<file path="src/rtl/uart_tx_fsm.sv">
// Handshake-driven UART transmitter: start bit, 8 data bits LSB first, optional parity, 1-2 stop bits.
// Optional UART_TX_BREAK_EN adds a brk input that holds the line low while idle.
module uart_tx_fsm #(
    parameter int unsigned P     = 0,
    parameter int unsigned s     = 1,
    parameter int unsigned TIMER = 5
) (
    input  logic       clk,
    input  logic       reset,
    input  logic       tx_valid,
    input  logic [7:0] tx_data,
`ifdef UART_TX_BREAK_EN
    input  logic       brk,
`endif
    output logic       tx_ready,
    output logic       tdo,
    output logic       busy,
    output logic       tx_done
);

    localparam int unsigned CW       = $clog2(TIMER);
    localparam logic [CW-1:0] CNT_LAST = CW'(TIMER - 1);
    localparam logic [2:0] STOP_LAST = 3'(s - 1);

    typedef enum logic [2:0] {
        IDLE,
        START,
        DATA,
        PARITY,
        STOP
    } state_t;

    state_t        state_q, state_n;
    logic [CW-1:0] cnt_q, cnt_n;
    logic [2:0]    idx_q, idx_n;
    logic [7:0]    shift_q, shift_n;
    logic          tdo_n, ready_n, busy_n, done_n;
    logic          brk_req;
    logic          bit_end;
    logic          par_bit;

`ifdef UART_TX_BREAK_EN
    assign brk_req = brk;
`else
    assign brk_req = 1'b0;
`endif

    assign bit_end = (cnt_q == CNT_LAST);
    assign par_bit = (P == 1) ? ~(^shift_q) : (^shift_q);

    // State and output registers; reset aborts any frame and discards the byte
    always_ff @(posedge clk) begin
        if (!reset) begin
            state_q  <= IDLE;
            cnt_q    <= '0;
            idx_q    <= '0;
            shift_q  <= '0;
            tdo      <= 1'b1;
            tx_ready <= 1'b0;
            busy     <= 1'b0;
            tx_done  <= 1'b0;
        end else begin
            state_q  <= state_n;
            cnt_q    <= cnt_n;
            idx_q    <= idx_n;
            shift_q  <= shift_n;
            tdo      <= tdo_n;
            tx_ready <= ready_n;
            busy     <= busy_n;
            tx_done  <= done_n;
        end
    end

    // Next-state and next-output logic; idx doubles as stop-bit counter in STOP
    always_comb begin
        state_n = state_q;
        cnt_n   = bit_end ? '0 : cnt_q + CW'(1);
        idx_n   = idx_q;
        shift_n = shift_q;
        tdo_n   = tdo;
        ready_n = tx_ready;
        busy_n  = busy;
        done_n  = 1'b0;

        case (state_q)
            IDLE: begin
                cnt_n = '0;
                idx_n = '0;
                if (brk_req) begin
                    tdo_n   = 1'b0;
                    ready_n = 1'b0;
                end else if (tx_valid && tx_ready) begin
                    shift_n = tx_data;
                    state_n = START;
                    tdo_n   = 1'b0;
                    ready_n = 1'b0;
                    busy_n  = 1'b1;
                end else begin
                    tdo_n   = 1'b1;
                    ready_n = 1'b1;
                end
            end
            START: begin
                if (bit_end) begin
                    state_n = DATA;
                    idx_n   = '0;
                    tdo_n   = shift_q[0];
                end
            end
            DATA: begin
                if (bit_end) begin
                    if (idx_q == 3'd7) begin
                        idx_n = '0;
                        if (P != 0) begin
                            state_n = PARITY;
                            tdo_n   = par_bit;
                        end else begin
                            state_n = STOP;
                            tdo_n   = 1'b1;
                        end
                    end else begin
                        idx_n = idx_q + 3'd1;
                        tdo_n = shift_q[idx_q + 3'd1];
                    end
                end
            end
            PARITY: begin
                if (bit_end) begin
                    state_n = STOP;
                    idx_n   = '0;
                    tdo_n   = 1'b1;
                end
            end
            STOP: begin
                if (bit_end) begin
                    if (idx_q == STOP_LAST) begin
                        state_n = IDLE;
                        idx_n   = '0;
                        done_n  = 1'b1;
                        busy_n  = 1'b0;
                        ready_n = ~brk_req;
                        tdo_n   = ~brk_req;
                    end else begin
                        idx_n = idx_q + 3'd1;
                    end
                end
            end
            default: begin
                state_n = IDLE;
                tdo_n   = 1'b1;
                ready_n = 1'b0;
                busy_n  = 1'b0;
            end
        endcase
    end

endmodule
</file>
<file path="config.mk">
export PLATFORM = sky130hd
export DESIGN_NAME = uart_tx_fsm
export DESIGN_NICKNAME = d
export VERILOG_FILES = /design/src/rtl/uart_tx_fsm.sv
export SDC_FILE = /design/constraint.sdc
export NUM_CORES = 1
export LEC_CHECK = 0
export CELL_PAD_IN_SITES_DETAIL_PLACEMENT = 1
export CELL_PAD_IN_SITES_GLOBAL_PLACEMENT = 2
export CORE_UTILIZATION = 34
export DETAILED_ROUTE_END_ITERATION = 6
export GPL_ROUTABILITY_DRIVEN = 0
export HOLD_SLACK_MARGIN = 0.15
export PLACE_DENSITY = 0.92
export SYNTH_ARGS = -nofsm -noshare
export SYNTH_HDL_FRONTEND = slang
export SYNTH_SLANG_ARGS = --single-unit
</file>
<file path="constraint.sdc">
create_clock -name clk -period 3.6 [get_ports clk]
set_input_delay 0.9 -clock clk [delete_from_list [all_inputs] [get_ports clk]]
set_output_delay 0.9 -clock clk [all_outputs]
set_load 0.005 [all_outputs]
</file>
### Word-level counts from Yosys, hierarchy flattened

Cells that the tools add are included.

* flip-flop bits (word level): 21
* bits in latches: 0
* bits in writable memories: 0
* memory bits (read-only): 0
* output and inout port bits: 4
* word-level logic and storage cells: 71
* memories: 0

* $add $sub $neg: 2
* multiply operators: 0
* divide/modulo/power cells: 0
* $lt $le $gt $ge: 1
* equal/unequal tests: 14
* shifts and indexed selects: 0
* muxes and demuxes: 30
* bitwise operators: 2
* reductions and logical operators: 14

Operator list (count)
* $mux W3: 12
* $pmux W3 S5: 1
* $ne A2 B2 Y1 const B: 7
* $mux W1: 12
* $pmux W3 S4: 1
* $eq A3 B3 Y1 const B: 3
* $reduce_and A4 Y1: 2
* $reduce_and A7 Y1: 1
* $add A3 B1 Y3 const B: 2
* $eq A3 B2 Y1 const B: 2
* $logic_not A3 Y1: 2
* $pmux W1 S3: 2
* $reduce_and A3 Y1: 2
* $reduce_or A3 Y1: 2
* $pmux W1 S5: 1
* $reduce_and A5 Y1: 1
* $lt A3 B4 Y1 const B: 1
* $reduce_bool A4 Y1: 1
* $bmux W1 S3: 1
* $eq A3 B1 Y1 const B: 1
* $ne A2 B1 Y1 const B: 1
* $not A1 Y1: 2
* $reduce_and A2 Y1: 1
* $reduce_or A2 Y1: 1
* $logic_and A1 B1 Y1: 1

### Logic depth before layout (Yosys ltp)

* depth after elaboration: 6
* mapped depth: 7
* gate-level depth less buffers: 6

### Least setup slack after synthesis

Ideal clock, no wire load.

* path kind: input to register
* start point: in tx_valid
* end point: reg shift_q[0]
* data arrival time: 1.536 ns
* data required time: 3.472 ns
* setup slack: 1.936 ns
* stages on the path: 5
* buffers on the path: 1
* cells stage by stage: nand2_1 -> nor3_1 -> buf_2 -> mux2i_1 -> nor2_1

* word-level cells in the longest chain between the ends: 2

Ends and longest elaborated chain
* start, declared: line 10 `input logic tx_valid,`
* $logic_and A1 B1 Y1: line 92 `end else if (tx_valid && tx_ready) begin`
* $reduce_and A2 Y1 (no source line)
* end signal, assigned: line 66 `shift_q <= shift_n;`
* end, declared: line 36 `logic [7:0] shift_q, shift_n;`

Every way passes these cells.
A chain may end at the register's enable or synchronous reset.

### Worst setup path after layout

* start point: reg tx_ready
* end point: out tx_ready

RTL lines
* start, declared: line 15 `output logic tx_ready,`
* start signal, assigned: line 68 `tx_ready <= ready_n;`

No word-level cell between the ends.

==> qor.txt <==
Die Span Y: 57.67 um
Cell family with most CP delay: buffers and inverters
Period utilization: 59.44%
GRT Residual Overflow: 0
Distinct cells, synth: 35
Final setup violation count: 0
Nets@finish: 148
Final Core Density: 43.16%
Total power: 0.0004233 W
Worst Path Required: 2700 ps
Post-synthesis net count: 134
Fillers: 338
Critical path launch point type: flip-flop
Die area: 3325 um^2
FF/Latch Area: 420.4 um^2
Antenna diodes: 0
CP endpoint kind: output port
WL met3: 76 um
DRC viols: 0
Max incr delay on CP: 520 ps
Critical Path Sink: tx_ready
Crit-path cells: clkdlybuf4s50_1
First-pass GRT wire length: 3981 um
Buf/Inv on CP: 1
Clk Latency, worst-skew pair: 310 ps
Setup bufs post-CTS: 0
DR vias: 857
Post-synth EDFFs: 0
Root Buffer Master: clkbuf_4
Slew @ Worst Pin: 547.2 ps
Post-synth top flop: dfxtp_1
Reg2reg start: idx_q[0]
Sequential area share after synthesis: 39.90%
Worst VDD drop: 0.2021 mV
Worst Hold Class: flip-flop to flip-flop
Routed length on met1: 1022 um
RR Endpoint: tdo
Asr flop ratio synth: 0%
H-tree Lvls: 1
Placed cells: 158
CTS sink cnt: 21
Synthesized area: 1054 um^2
1st-iter DRT viols: 31
RSZ-0062 raised after global routing: false
Setup TNS Final: 0 ps
Avg Inst Size Synth: 8.928 um^2
Largest net degree at the start of global routing: 18
Initial antenna violation count: 0
Detailed placement HPWL: 1687 um
Crit-path slowest cell: clkdlybuf4s50_1
Critical Path Fanout Max: 5
Setup Crit Path Kind: flip-flop to output port
CTS Hold Bufs: 0
Max Freq: 467.3 MHz
Drt first pass iters: 4
P_leak: 0.4368 nW
CP startpoint: tx_ready
Hold path cells: 1
Pwr per Cell Area: 343.8 nW/um^2
Post-DR wirelength/cell: 13.67 um
Final Hold Fails: 0
Yosys warns: 0
Clock Skew: 9.575 ps
Antenna viol nets, final: 0
Core Rows: 19
Non-filler cells, final: 162
Port bufs: 14
IO Pins: 15
DP Worst Slack: 1209 ps
Max Slew Vio Count: 0
Arrival time of the worst setup path: 1240 ps
Final worst path period need: 2140 ps
# resized after CTS: 0
Die span in x: 57.67 um
R2R Setup Slk: 1750 ps
Wire length on met2: 1094 um
Vias in the first global route: 912
Drt total wl: 2215 um
P&R area growth vs syn: 16.86%
Post-Syn Instances: 118
CTS clk-pin slew, worst paths: 120 ps
Path depth of the worst reg2reg path: 6
CP Depth: 1
CTS tree: done
Max Cap Viol: 0
Footprint of the multi-input gates: 560.5 um^2
FF+latch count, synth: 21
Vias/cell: 5.290
Total GRT Usage: 15.40%
Cts bufs inserted: 3
Max layer used: met4
CTS Buffer Depth: 2
Layout cell share with drive strength beyond 1: 5.344%
Initial Util: 36.93%
Setup slack after layout: 1460 ps
Status: completed
Relative slew margins: 63.48%
Core ar.: 2853 um^2
synth_stat cells (2+ instances only):
cell type / number / area, um^2
a2111o_1: 3 / 33.78
a2111oi_0: 2 / 17.52
a21oi_1: 4 / 20.02
a31oi_1: 2 / 12.51
and2_1: 2 / 12.51
clkbuf_1: 3 / 11.26
dfxtp_1: 21 / 420.4
ha_1: 5 / 62.56
inv_1: 10 / 37.54
mux2i_1: 12 / 120.1
nand2_1: 6 / 22.52
nand2b_1: 2 / 12.51
nand3_1: 2 / 10.01
nor2_1: 16 / 60.06
nor3_1: 4 / 20.02
o21ai_0: 3 / 15.01
o31ai_1: 3 / 22.52
worst min-delay path by stage:
stage / start / endpoint / slack, ps
after floorplan: cnt_q[0] / cnt_q[0] / 420
after global placement: cnt_q[0] / cnt_q[0] / 430
after detailed placement: cnt_q[0] / cnt_q[0] / 440
after CTS: cnt_q[0] / cnt_q[0] / 470
after global routing: cnt_q[0] / cnt_q[0] / 510
final: cnt_q[0] / cnt_q[0] / 460
power by group:
part / internal (W) / switching, W / leakage, nW
Clock: 0.0000433 / 0.0000710 / 0.0150
Combinational: 0.0000329 / 0.0000247 / 0.251
Sequential: 0.000243 / 0.00000885 / 0.171
sequential cells by signal, summed over array words and instances (netlist names):
| signal | count |
|---|---|
| busy | 1 |
| tx_ready | 1 |
| state_q | 3 |
| tx_done | 1 |
| idx_q | 3 |
| tdo | 1 |
| shift_q | 8 |
| cnt_q | 3 |
cell usage in the layout (no fill, tap or decap), drive strengths merged:
master,count
o21a,1
nand2b,2
nand4b,1
a2111oi,2
inv,10
and3b,1
ha,5
a32oi,1
nor3b,1
o21ai,3
nor3,4
nor2,16
a21oi,5
nor4,1
dfxtp,21
xnor2,1
maj3,1
o211ai,1
a2111o,3
nand3,2
a31oi,2
nand2,6
clkdlybuf4s50,14
nand3b,1
and2,2
o31ai,3
nor2b,1
clkbuf,4
or2,2
mux2i,12
o32ai,1
buf,1
metal layers:
layer / vias up / track usage (%)
met5: - / 0
met4: 0 / 4.082
met3: 5 / 4.018
met2: 15 / 27.57
met1: 399 / 18.30
li1: 438 / -
final cells by class:
| type | instances | area share (%) |
|---|---|---|
| sequential | 21 | 34.15 |
| timing repair buffer | 15 | 11.99 |
| multi-input combinational | 81 | 45.53 |
| tap | 31 | 3.150 |
| inverter | 10 | 3.049 |
| clock buffer | 4 | 2.134 |
per-stage QoR:
stage	hold WS, ps	instance area [um^2]
after floorplan	417.3	1054
after global placement	428.0	1205
after detailed placement	439.4	1205
after CTS	465.4	1231
after global routing	510.6	1231
final	461.2	1231
cell families after synthesis:
| group | Yosys count | synth area share (%) |
|---|---|---|
| AND/OR/NAND/NOR | 40 | 18.53 |
| AO/OA/AOI/OAI | 22 | 15.44 |
| flip-flops | 21 | 39.90 |
| buffers and inverters | 16 | 6.888 |
| multiplexers | 12 | 11.40 |
| adder cells (fa/ha/maj) | 6 | 7.007 |
| XOR/XNOR | 1 | 0.8315 |
No activity file was read; power rests on OpenSTA's default activity.
